### config.mk
export PLATFORM = sky130hd
export DESIGN_NAME = encrypt_core
export DESIGN_NICKNAME = d
export VERILOG_FILES = /design/src/rtl/encrypt_config.sv /design/src/rtl/encrypt_core_bit_permute.sv /design/src/rtl/encrypt_core.sv
export SDC_FILE = /design/constraint.sdc
export NUM_CORES = 1
export LEC_CHECK = 0
export CORE_MARGIN = 2
export CORE_UTILIZATION = 45
export CTS_CLUSTER_SIZE = 14
export DETAILED_ROUTE_END_ITERATION = 10
export PLACE_DENSITY = 0.71
export SYNTH_ARGS = -nofsm -noshare
export SYNTH_HDL_FRONTEND = slang
export SYNTH_HIERARCHICAL = 1
export SYNTH_SLANG_ARGS = --single-unit
### constraint.sdc
create_clock -name clk -period 1.5 [get_ports clk]
set_input_delay 0.225 -clock clk [delete_from_list [all_inputs] [get_ports clk]]
set_output_delay 0.225 -clock clk [all_outputs]
set_load 0.02 [all_outputs]
### src/rtl/encrypt_config.sv
// Shared configuration for the encrypt/decrypt cores: bit permutation table,
// default keys and the packet FSM state encoding.
package encrypt_config;

  localparam logic [2:0] PERM_0 = 3'd7;
  localparam logic [2:0] PERM_1 = 3'd6;
  localparam logic [2:0] PERM_2 = 3'd5;
  localparam logic [2:0] PERM_3 = 3'd4;
  localparam logic [2:0] PERM_4 = 3'd3;
  localparam logic [2:0] PERM_5 = 3'd2;
  localparam logic [2:0] PERM_6 = 3'd1;
  localparam logic [2:0] PERM_7 = 3'd0;

  localparam logic [7:0] KEY1 = 8'hDE;
  localparam logic [7:0] KEY2 = 8'hAD;
  localparam logic [7:0] KEY3 = 8'hBE;

  typedef enum logic [1:0] {
    ST_IDLE   = 2'd0,
    ST_ACTIVE = 2'd1,
    ST_DRAIN  = 2'd2
  } crypt_state_e;

  // Source bit of output bit i.
  function automatic logic [2:0] perm_src(input logic [2:0] i);
    case (i)
      3'd0:    return PERM_0;
      3'd1:    return PERM_1;
      3'd2:    return PERM_2;
      3'd3:    return PERM_3;
      3'd4:    return PERM_4;
      3'd5:    return PERM_5;
      3'd6:    return PERM_6;
      default: return PERM_7;
    endcase
  endfunction

  function automatic logic [7:0] default_key(input logic [1:0] idx);
    case (idx)
      2'd0:    return KEY1;
      2'd1:    return KEY2;
      default: return KEY3;
    endcase
  endfunction

endpackage

### src/rtl/encrypt_core_bit_permute.sv
// Pure combinational byte permutation driven by the shared PERM table.
module bit_permute
  import encrypt_config::*;
(
  input  logic [7:0] din,
  output logic [7:0] dout
);

  always_comb begin
    dout = '0;
    for (int i = 0; i < 8; i++) begin
      dout[i] = din[perm_src(3'(i))];
    end
  end

endmodule

### src/rtl/encrypt_core.sv
// Two-stage stream cipher: stage 1 permutes and latches the key for the byte,
// stage 2 XORs. Handshake: a port transfers only when valid && ready are both high.
module encrypt_core
  import encrypt_config::*;
#(
  parameter int DATA_W = 8
) (
  input  logic              clk,
  input  logic              n_rst,
  input  logic              cfg_mode,
  input  logic              key_wr,
  input  logic [1:0]        key_sel,
  input  logic [7:0]        key_data,
  input  logic              in_valid,
  output logic              in_ready,
  input  logic [DATA_W-1:0] in_data,
  input  logic              in_last,
  output logic              out_valid,
  input  logic              out_ready,
  output logic [DATA_W-1:0] out_data,
  output logic              out_last,
  output logic              key_err,
  output logic              busy,
  output logic [1:0]        dbg_state
);

  crypt_state_e      state_q, state_d;
  logic [1:0]        idx_q, idx_d;
  logic              mode_q, mode_d;
  logic              ready_en_q, ready_en_d;
  logic              s1_valid_q, s1_valid_d, s1_last_q, s1_last_d;
  logic [DATA_W-1:0] s1_data_q, s1_data_d, s1_key_q, s1_key_d;
  logic              s2_valid_q, s2_valid_d, s2_last_q, s2_last_d;
  logic [DATA_W-1:0] s2_data_q, s2_data_d;
  logic [7:0]        key_q [3];
  logic [7:0]        key_d [3];
  logic              key_err_q, key_err_d;

  logic [DATA_W-1:0] perm_data;
  logic              s2_adv, accept, eff_mode;
  logic [7:0]        cur_key;

  bit_permute u_perm (
    .din  (in_data),
    .dout (perm_data)
  );

  always_comb begin
    s2_adv   = !s2_valid_q || out_ready;
    in_ready = ready_en_q && (state_q != ST_DRAIN) && (!s1_valid_q || s2_adv);
    accept   = in_valid && in_ready;
    // The first byte of a packet uses cfg_mode live; later bytes use the latched copy.
    eff_mode = (state_q == ST_IDLE) ? cfg_mode : mode_q;
    case (idx_q)
      2'd0:    cur_key = eff_mode ? key_q[0] : default_key(2'd0);
      2'd1:    cur_key = eff_mode ? key_q[1] : default_key(2'd1);
      default: cur_key = eff_mode ? key_q[2] : default_key(2'd2);
    endcase

    state_d    = state_q;
    idx_d      = idx_q;
    mode_d     = mode_q;
    ready_en_d = 1'b1;
    s1_valid_d = s1_valid_q;
    s1_last_d  = s1_last_q;
    s1_data_d  = s1_data_q;
    s1_key_d   = s1_key_q;
    s2_valid_d = s2_valid_q;
    s2_last_d  = s2_last_q;
    s2_data_d  = s2_data_q;
    key_d      = key_q;
    key_err_d  = 1'b0;

    if (s2_adv) begin
      s2_valid_d = s1_valid_q;
      if (s1_valid_q) begin
        s2_data_d = s1_data_q ^ s1_key_q;
        s2_last_d = s1_last_q;
      end
    end

    if (accept) begin
      s1_valid_d = 1'b1;
      s1_data_d  = perm_data;
      // Key is captured now so a same-cycle key write cannot affect this byte.
      s1_key_d   = cur_key;
      s1_last_d  = in_last;
      idx_d      = (in_last || idx_q == 2'd2) ? 2'd0 : idx_q + 2'd1;
    end else if (s1_valid_q && s2_adv) begin
      s1_valid_d = 1'b0;
    end

    if (key_wr && key_sel != 2'd3) begin
      if (state_q == ST_IDLE) begin
        case (key_sel)
          2'd0:    key_d[0] = key_data;
          2'd1:    key_d[1] = key_data;
          default: key_d[2] = key_data;
        endcase
      end else begin
        key_err_d = 1'b1;
      end
    end

    case (state_q)
      ST_IDLE: begin
        if (accept) begin
          mode_d  = cfg_mode;
          state_d = in_last ? ST_DRAIN : ST_ACTIVE;
        end
      end
      ST_ACTIVE: begin
        if (accept && in_last) state_d = ST_DRAIN;
      end
      ST_DRAIN: begin
        if (s2_valid_q && out_ready && s2_last_q) state_d = ST_IDLE;
      end
      default: state_d = ST_IDLE;
    endcase
  end

  always_ff @(posedge clk or negedge n_rst) begin
    if (!n_rst) begin
      state_q    <= ST_IDLE;
      idx_q      <= 2'd0;
      mode_q     <= 1'b0;
      ready_en_q <= 1'b0;
      s1_valid_q <= 1'b0;
      s1_last_q  <= 1'b0;
      s1_data_q  <= '0;
      s1_key_q   <= '0;
      s2_valid_q <= 1'b0;
      s2_last_q  <= 1'b0;
      s2_data_q  <= '0;
      key_q[0]   <= KEY1;
      key_q[1]   <= KEY2;
      key_q[2]   <= KEY3;
      key_err_q  <= 1'b0;
    end else begin
      state_q    <= state_d;
      idx_q      <= idx_d;
      mode_q     <= mode_d;
      ready_en_q <= ready_en_d;
      s1_valid_q <= s1_valid_d;
      s1_last_q  <= s1_last_d;
      s1_data_q  <= s1_data_d;
      s1_key_q   <= s1_key_d;
      s2_valid_q <= s2_valid_d;
      s2_last_q  <= s2_last_d;
      s2_data_q  <= s2_data_d;
      key_q      <= key_d;
      key_err_q  <= key_err_d;
    end
  end

  assign out_valid = s2_valid_q;
  assign out_data  = s2_data_q;
  assign out_last  = s2_valid_q & s2_last_q;
  assign key_err   = key_err_q;
  assign busy      = (state_q != ST_IDLE);
  assign dbg_state = state_q;

endmodule

==> metrics.yaml <==
status: "finished, violations left"
failed_checks: "setup timing"
synth_top_family_by_area: "simple AND/OR/NAND/NOR gates"
hold_class: "in2async"
final_cells: 371
setup_tns_ps: -31.2
fmax_mhz: 659
swShare: 0.201
setup_violations: 2
grt_overflow_total: 0
crit_type: "reg2out"
port_buffers: 39
drive_gt1_frac: 0.338
path_clk_slew_ps: 70
vias: 1854
ant_nets: 0
yosysTopAreaCell: "dfrtp_1"
nNetsFinal: 319
drc: 0
drt_iter0_markers: 64
synth_area_um2: 2690
syn2layout_area_growth_pct: 31.5
p_int_w: 0.00253
synth_nets: 262
critPathSlowestCell: "dfrtp_2"
clock_skew_ps: 11.9
path_cells: "nand2b_1 > and3_1 > buf_2"
clock_path_buffers: 2
p_total_w: 0.00316
place_inst: 352
worstSetupEndpointType: "primary output"
dp_hpwl_um: 3510
rows: 28
period_share: 1.01
die_h_um: 81.3
dieWidth_um: 81.3
placed_area_um2: 3310
hold_viol: 0
htree_levels: 3
wl_um: 5000
synth_top_area_frac: 0.391
grt_first_pass_wirelength_um: 8580
num-fill-cells: 475
p_comb_frac: 0.041
coreArea_um2: 5850
start_util: 0.460
finalMaxSlewViolations: 0
required_ps: 1270
grt_max_degree: 60
clkPwrFrac: 0.453
antenna_cells: 0
clk_latency_ps: 330
drt_pass1_iterations: 4
grt_pass1_vias: 1849
drv_cap: 0
cts_tree: "yes"
gp_congestion: 0.768
synth_simple_gate_area_share: 0.135
synth_area_leaders: "dfrtp_1, dfstp_2, mux2_2"
worstPathMaxFanout: 4
synth_seq_cells: 59
cts.sink_count: 59
reg2regPathDepth: 6
synth-compound-area-share: 0.104
grt_use_total: 0.174
peakVddDrop_mv: 0.516
numCtsBuffers: 9
cp.arrival_ps: 1290
power_density_nw_per_um2: 893
syn_inst: 234
seqPwrFrac: 0.506
clock-root-buffer: "clkbuf_8"
yosys_warnings: 6
period_needed_ps: 1520
yosysUniqueCellTypes: 36
syn_avg_cell_area_um2: 11.5
muxShareOfSynthArea: 0.117
io_pins: 40
via_per_inst: 5.00
fin_ws_ps: -17.1
final_util: 0.605
synth-xor-area-share: 0.0260
fin_area_um2: 3540
synth_fa_ha_area_frac: 0.0139
cpPeakStageDelay_ps: 440
leakagePower_nw: 1.68
grt_antenna_before_repair: 0
start_kind: "flip-flop"
dieArea_um2: 6620
ys_seq_area_frac: 0.556
wl_per_cell_um: 13.5
rsz0062_at_grt: "true"
switching_power_w: 0.000634
[metal layers]
| metal | track usage | up-vias | part of all wire |
|---|---|---|---|
| met4 | 0.0983 | 0 | 0.018 |
| met5 | 0 | - | 0 |
| met3 | 0.0400 | 6 | 0.036 |
| met2 | 0.262 | 33 | 0.48 |
| met1 | 0.232 | 892 | 0.47 |
| li1 | - | 923 | - |
[critical path, delay by kind of cell (launching register included)]
kind / cells / cell delay (ps)
and+or+nand+nor: 2 / 360
buffers and inverters: 1 / 150
DFF: 1 / 440
[Yosys cell counts]
cell and count:
a211o_1 1, a21oi_1 3, a22o_1 1, a31oi_1 6, a41oi_2 3, and2_1 1
and3_1 2, and4_1 1, buf_2 3, buf_4 9, buf_6 1, clkbuf_1 3
conb_1 1, dfrtp_1 42, dfstp_2 17, ha_1 3, inv_1 3, inv_4 1
mux2_2 26, mux2i_4 1, nand2_1 40, nand2b_1 3, nand3_1 5, nand3b_1 5
nand4_1 1, nand4b_2 2, nor2_1 9, nor2_4 1, nor3_4 1, nor3b_1 1
o211a_1 1, o21a_1 1, o21ai_0 18, o21ai_1 9, o22a_1 1, xnor2_1 8
[layout by cell type, fill, tap and decap left out, types with 5 or more instances in the layout]
cell	n
xnor2_1	8
mux2_2	19
nand3_1	5
nand3b_1	5
clkbuf_8	11
nand2_1	39
o21ai_0	13
dfstp_2	17
buf_4	15
dlygate4sd2_1	11
o21ai_2	5
a31oi_1	6
nor2_1	9
clkdlybuf4s50_1	24
dfrtp_1	40
buf_12	5
mux2_4	7
o21ai_1	9
[power groups by stage]
| stage | sequential (W) | clock, W | combinational (W) |
|---|---|---|---|
| global route | 0.00160 | 0.00154 | 0.000145 |
| CTS | 0.00160 | 0.00146 | 0.000134 |
| detailed placement | 0.00163 | 0 | 0.000131 |
| global placement | 0.00163 | 0 | 0.000131 |
| floorplan | 0.00163 | 0 | 0.0000213 |
| finish | 0.00160 | 0.00143 | 0.000131 |
[cells by family (layout without fill, tap and decap cells)]
kind of cell	count (synthesis)	in the layout
flops	59	59
other cells	1	1
mux	27	27
xor+xnor	8	8
buf+inv	20	82
simple gates	72	72
compound gates	44	44
fa+ha+maj	3	3
[final cells by class]
cell class	instances	area [um^2]	share of cell area
repair buffers	62	607	0.171
clock inverters	2	35.0	0.00990
well taps	75	93.8	0.0265
clock buffers	14	163	0.0460
flip-flops and latches	59	1500	0.424
multi-input cells	155	1120	0.317
inverters	4	17.5	0.00495
[registers in the layout, summed over array words and instances, names as in the netlist]
register and flops:
s1_last_q 1, out_valid 1, s1_valid_q 1, s2_last_q 1, key_err 1, mode_q 1
dbg_state 2, s1_data_q 8, s1_key_q 8, out_data 8, key_q 24, idx_q 2
ready_en_q 1
[path summary, 6_finish.rpt]
check,from,to,slack (ps)
max in group asynchronous,n_rst,key_q[15]$_DFFE_PN1P_,780
hold / removal,n_rst,s1_valid_q$_DFFE_PN0P_,430
setup reg to reg,dbg_state[0]$_DFFE_PN0P_,s1_key_q[0]$_DFFE_PN0P_,-10
hold reg to reg,out_data[0]$_DFFE_PN0P_,out_data[0]$_DFFE_PN0P_,470
setup / recovery,dbg_state[0]$_DFFE_PN0P_,in_ready,-20
min in group clk,in_data[4],s1_data_q[3]$_DFFE_PN0P_,430
[per-stage QoR]
step | setup WS, ps | hold slack, ps
global placement | -295 | 251
finish | -17.1 | 427
global route | -73.0 | 446
floorplan | -89.9 | -70.6
CTS | -29.1 | 415
detailed placement | -317 | 257
[repair_timing]
item	in CTS	in global routing
endpoints found under the hold margin	42	0
hold buffers	1	0
resized for setup	25	11
pin swaps	3	1
setup endpoints to repair	26	25
buffers inserted	3	2
Note: power is estimated with default switching activity, not from simulation.
